--- config.mk ---
export PLATFORM = sky130hd
export DESIGN_NAME = oam_dma
export DESIGN_NICKNAME = d
export VERILOG_FILES = /design/src/rtl/dma_pkg.sv /design/src/rtl/bus_mux.sv /design/src/rtl/oam_dma.sv
export SDC_FILE = /design/constraint.sdc
export NUM_CORES = 1
export LEC_CHECK = 0
export ABC_AREA = 1
export BUFFER_PORTS_ARGS = -buffer_cell sky130_fd_sc_hd__buf_2
export CAP_MARGIN = 25
export CORE_ASPECT_RATIO = 1.75
export CORE_MARGIN = 4
export CORE_UTILIZATION = 40
export DETAILED_ROUTE_END_ITERATION = 10
export GPL_ROUTABILITY_DRIVEN = 0
export PLACE_DENSITY = 0.7
export SYNTH_ARGS = -nofsm -noshare
export SYNTH_HDL_FRONTEND = slang
export SYNTH_SLANG_ARGS = --single-unit
--- constraint.sdc ---
create_clock -name clk -period 2.1 [get_ports clk]
set_input_delay 0.42 -clock clk [delete_from_list [all_inputs] [get_ports clk]]
set_output_delay 0.42 -clock clk [all_outputs]
set_load 0.01 [all_outputs]
--- src/rtl/dma_pkg.sv ---
// rtl/dma_pkg.sv - shared DMA state encoding and default bus addresses
package dma_pkg;

  typedef enum logic [2:0] {
    ST_IDLE  = 3'd0,
    ST_HALT  = 3'd1,
    ST_ALIGN = 3'd2,
    ST_READ  = 3'd3,
    ST_WRITE = 3'd4
  } dma_state_t;

  localparam logic [15:0] OAM_DMA_REG = 16'h4014;
  localparam logic [15:0] OAM_DATA    = 16'h2004;

endpackage

--- src/rtl/bus_mux.sv ---
// rtl/bus_mux.sv - 2:1 select of address/rw/write-data between CPU and a DMA master
module bus_mux (
  input  logic        sel,
  input  logic [15:0] cpu_addr,
  input  logic        cpu_rw,
  input  logic [7:0]  cpu_dout,
  input  logic [15:0] dma_addr,
  input  logic        dma_rw,
  input  logic [7:0]  dma_dout,
  output logic [15:0] addr,
  output logic        rw,
  output logic [7:0]  dout
);

  assign addr = sel ? dma_addr : cpu_addr;
  assign rw   = sel ? dma_rw   : cpu_rw;
  assign dout = sel ? dma_dout : cpu_dout;

endmodule

--- src/rtl/oam_dma.sv ---
// rtl/oam_dma.sv - sprite DMA: stalls the CPU and copies one page to the sprite data port
module oam_dma
  import dma_pkg::*;
#(
  parameter logic [15:0] REG_ADDR  = OAM_DMA_REG,
  parameter logic [15:0] DEST_ADDR = OAM_DATA,
  parameter int          LENGTH    = 256
) (
  input  logic        clk,
  input  logic        n_reset,
  input  logic [15:0] cpu_addr,
  input  logic        cpu_rw,
  input  logic [7:0]  cpu_dout,
  input  logic [7:0]  bus_din,
  output logic [15:0] addr,
  output logic        rw,
  output logic [7:0]  dout,
  output logic        rdy,
  output logic        active
);

  localparam logic [7:0] LAST_CNT = 8'(LENGTH - 1);

  dma_state_t  state_q, state_d;
  logic [7:0]  page_q, page_d;
  logic [7:0]  cnt_q, cnt_d;
  logic [7:0]  byte_q, byte_d;
  logic        par_q, par_d;
  logic [15:0] dma_addr;
  logic        dma_rw;

  always_comb begin
    state_d = state_q;
    page_d  = page_q;
    cnt_d   = cnt_q;
    byte_d  = byte_q;
    par_d   = ~par_q;
    unique case (state_q)
      ST_IDLE: begin
        if (!cpu_rw && cpu_addr == REG_ADDR) begin
          page_d  = cpu_dout;
          cnt_d   = 8'd0;
          state_d = ST_HALT;
        end
      end
      // The CPU only honours rdy on a read, so keep waiting through its writes.
      ST_HALT:  if (cpu_rw) state_d = ST_ALIGN;
      // Leaving only on even parity makes every READ land on an odd cycle.
      ST_ALIGN: if (!par_q) state_d = ST_READ;
      ST_READ: begin
        byte_d  = bus_din;
        state_d = ST_WRITE;
      end
      ST_WRITE: begin
        cnt_d   = cnt_q + 8'd1;
        state_d = (cnt_q == LAST_CNT) ? ST_IDLE : ST_READ;
      end
      default: state_d = ST_IDLE;
    endcase
  end

  always_ff @(posedge clk or negedge n_reset) begin
    if (!n_reset) begin
      state_q <= ST_IDLE;
      page_q  <= 8'd0;
      cnt_q   <= 8'd0;
      byte_q  <= 8'd0;
      par_q   <= 1'b0;
    end else begin
      state_q <= state_d;
      page_q  <= page_d;
      cnt_q   <= cnt_d;
      byte_q  <= byte_d;
      par_q   <= par_d;
    end
  end

  always_comb begin
    dma_addr = cpu_addr;
    dma_rw   = 1'b1;
    case (state_q)
      ST_READ:  dma_addr = {page_q, cnt_q};
      ST_WRITE: begin
        dma_addr = DEST_ADDR;
        dma_rw   = 1'b0;
      end
      default: ;
    endcase
  end

  assign rdy    = (state_q == ST_IDLE);
  assign active = (state_q == ST_ALIGN) || (state_q == ST_READ) || (state_q == ST_WRITE);

  bus_mux u_bus_mux (
    .sel      (active),
    .cpu_addr (cpu_addr),
    .cpu_rw   (cpu_rw),
    .cpu_dout (cpu_dout),
    .dma_addr (dma_addr),
    .dma_rw   (dma_rw),
    .dma_dout (byte_q),
    .addr     (addr),
    .rw       (rw),
    .dout     (dout)
  );

endmodule

==> impl_metrics.yaml <==
critical_path:
  critical_path_arrival_ns: 1.55
  timing.critical_path.max_delay_family: "buffers and inverters"
  path_cells: "buf_4 > nand3_1 > buf_12 > inv_1 > nand2_1 > nand3_1 > buf_2"
  timing_worst_setup_path_type: "flop to primary output"
  timing.critical_path.buf_inv: 4
  critPathSlowestCell: "sky130_fd_sc_hd__dfrtp_2"
  rrSetupSlack_ns: 0.71
  worst-endpoint-required_ns: 1.68
  worstSetupStartpointType: "flop"
  critPathMaxFanout: 38
  crit_top_cell: "sky130_fd_sc_hd__nand3_1"
  slowest_delay_ns: 0.45
  critical_path_end_type: "primary output"
cts:
  cts_tree: "built"
  clkLatencyLatePin_ns: 0.27
  htreeDepth: 1
  worst_setup_hold_path_clk_slew_ns: 0.10
  tritoncts.num_buffers: 3
  cts_hold_repair.buffers: 0
  cts_buffer_depth: 2
  clock_tree.root_cell: "sky130_fd_sc_hd__clkbuf_8"
  numClockSinks: 28
synthesis:
  synth.top_cell.area_share_pct: 40.70
  yosys.cell_types.count: 22
  yosys_warnings: 0
  synth_seq_area_share_pct: 40.70
  ys_seq_elements: 28
  synth_top_cells_by_area: "sky130_fd_sc_hd__dfrtp_1 (41%), sky130_fd_sc_hd__nand2_1 (17%), sky130_fd_sc_hd__nand3_1 (13%)"
  synthCells: 257
  post_synth.cell_area_avg_um2: 6.699
  synth.largest_area_cell: "sky130_fd_sc_hd__dfrtp_1"
  post_synth_instance_area_um2: 1722
  syn-num-nets: 293
timing:
  timing.max_slew.rel_slack_pct: 58.15
  finalSetupTns_ns: 0
  maxSlewViolCount: 0
  post-route-min-period_ns: 1.973
  fin_crit_sh_pct: 93.95
  grt_setup_unrepaired: "false"
  setup_viol: 0
  holdWs_ns: 0.1511
  timing.fmax_mhz: 506.9
  final.setup_skew_ns: 0.001870
  final_hold_viol_count: 0
  worst_margin_pin_slew_ns: 0.6278
grt:
  first_global_vias: 1739
  grt_max_degree: 39
  globalRouteTotalUtil_pct: 17.41
  grt_pass1_wl_um: 7638
  gr-total-overflow: 0
  initial_antenna_violation_count: 0
floorplanning:
  fp-row-count: 31
  floorplan.core_area_um2: 4150
  fp.dieH_um: 94.79
  die_extent_in_x_um: 57.60
  ios: 62
  fp.dieArea_um2: 5459
  start_util_pct: 41.48
placed_design:
  portBuffers: 61
  dp.final_hpwl_um: 3314
  placed_area_um2: 2086
finish:
  drive_above_1_share_pct: 26.02
  diodes: 0
  non_filler_cell_area_final_um2: 2206
  final_net_count: 356
  areaGrowthSynthToFinish_pct: 28.13
drt:
  route.detailed.wl_per_inst_um: 11.89
  routed-via-count: 1789
  postRouteAntennaNets: 0
  route.detailed.vias_per_inst: 4.861
  drt_drc_violations_left: 0
  drt-initial-drc-count: 100
  totalWireLength_um: 4377
  drtPass1Iterations: 4
power_and_ir_drop:
  vdd_ir_drop_max_uv: 655.3
  power_density_over_the_cells_nw_per_um2: 948.3
  power.static_leakage_nw: 1.335
flow_run:
  max_cap_viol_count: 0
worst_hold_path:
  timing.hold.worst.class: "input pin to async pin"
run_status:
  status: "finished clean"
## layer usage
| metal | wire length (um) | GRT usage [%] | vias to the layer above |
|---|---|---|---|
| li1 | - | - | 937 |
| met1 | 1774 | 21.27 | 795 |
| met2 | 2237 | 31.13 | 55 |
| met3 | 324 | 2.326 | 2 |
| met4 | 42 | 5.222 | 0 |
| met5 | 0 | 0 | - |
## through the flow
step	cells	worst slack (ns)	util, %	power (mW)
6_report	368	0.1271	53.15	2.092
5_1_grt	368	0.007124	53.15	2.274
4_1_cts	366	0.04977	52.22	2.074
3_5_place_dp	361	0.2475	50.26	1.640
3_3_place_gp	361	0.3146	50.26	1.625
2_1_floorplan	257	0.4600	-	1.303
## worst paths after layout
check,cells after the start,to,from
worst max-delay path,7,addr[2],state_q[1]$_DFFE_PN0P_
worst min-delay path,1,byte_q[2]$_DFFE_PN0N_,n_reset
worst max register to register,7,byte_q[4]$_DFFE_PN0N_,state_q[1]$_DFFE_PN0P_
worst min register to register,1,par_q$_DFF_PN0_,par_q$_DFF_PN0_
max in group asynchronous,1,state_q[1]$_DFFE_PN0P_,n_reset
min in group clk,3,byte_q[0]$_DFFE_PN0N_,bus_din[0]
## report_power, final
group          switching (mW)  leakage [nW]  internal [mW]
sequential             0.0823         0.326          0.652
combinational           0.551         0.974          0.386
clock                   0.166        0.0357          0.255
## sequential cells by signal (all words and copies together), names as in the netlist
| register | count |
|---|---|
| byte_q | 8 |
| cnt_q | 8 |
| page_q | 8 |
| state_q | 3 |
| par_q | 1 |
## cells by family after synthesis
| family | after synthesis | share of synthesized area, % |
|---|---|---|
| simple gates | 161 | 41.06 |
| fa+ha+maj | 1 | 0.7266 |
| flops | 28 | 40.70 |
| compound gates | 20 | 6.105 |
| buf+inv | 47 | 11.41 |
## layout make-up
class                           instances  area (um^2)
Fill cell                             431         1944
Multi-Input combinational cell        182        838.3
Tap cell                               49        61.31
Sequential cell                        28        701.9
Timing Repair Buffer                   68        386.6
Inverter                               37        146.4
Clock inverter                          1        30.03
Clock buffer                            3        41.29
## cell usage after synthesis (all sizes together)
cell and number:
o211ai 1, dfrtp 28, a21oi 2, ha 1, inv 37, buf 9
nand2 80, o22ai 2, nor3 1, nand3 47, clkbuf 1, nor2 29
o21ai 15, nand4 4
## what timing repair did
item,4_1_cts,5_1_grt
setup buffers,1,2
endpoints found under the hold margin,0,0
setup endpoints to repair,21,20
pin swaps,1,2
resized for setup,1,7
## layout by cell type (no fill, tap or decap), types with 2 or more instances in the layout
| cell type | netlist | layout |
|---|---|---|
| sky130_fd_sc_hd__a21oi_1 | 2 | 2 |
| sky130_fd_sc_hd__buf_12 | 0 | 2 |
| sky130_fd_sc_hd__buf_2 | 7 | 61 |
| sky130_fd_sc_hd__buf_4 | 1 | 4 |
| sky130_fd_sc_hd__clkbuf_8 | 0 | 3 |
| sky130_fd_sc_hd__dfrtp_1 | 28 | 27 |
| sky130_fd_sc_hd__inv_1 | 34 | 34 |
| sky130_fd_sc_hd__nand2_1 | 79 | 78 |
| sky130_fd_sc_hd__nand3_1 | 46 | 46 |
| sky130_fd_sc_hd__nand4_1 | 4 | 4 |
| sky130_fd_sc_hd__nor2_1 | 26 | 26 |
| sky130_fd_sc_hd__nor2_4 | 2 | 2 |
| sky130_fd_sc_hd__o21ai_0 | 14 | 14 |
Note: power is estimated with default switching activity, not from simulation.
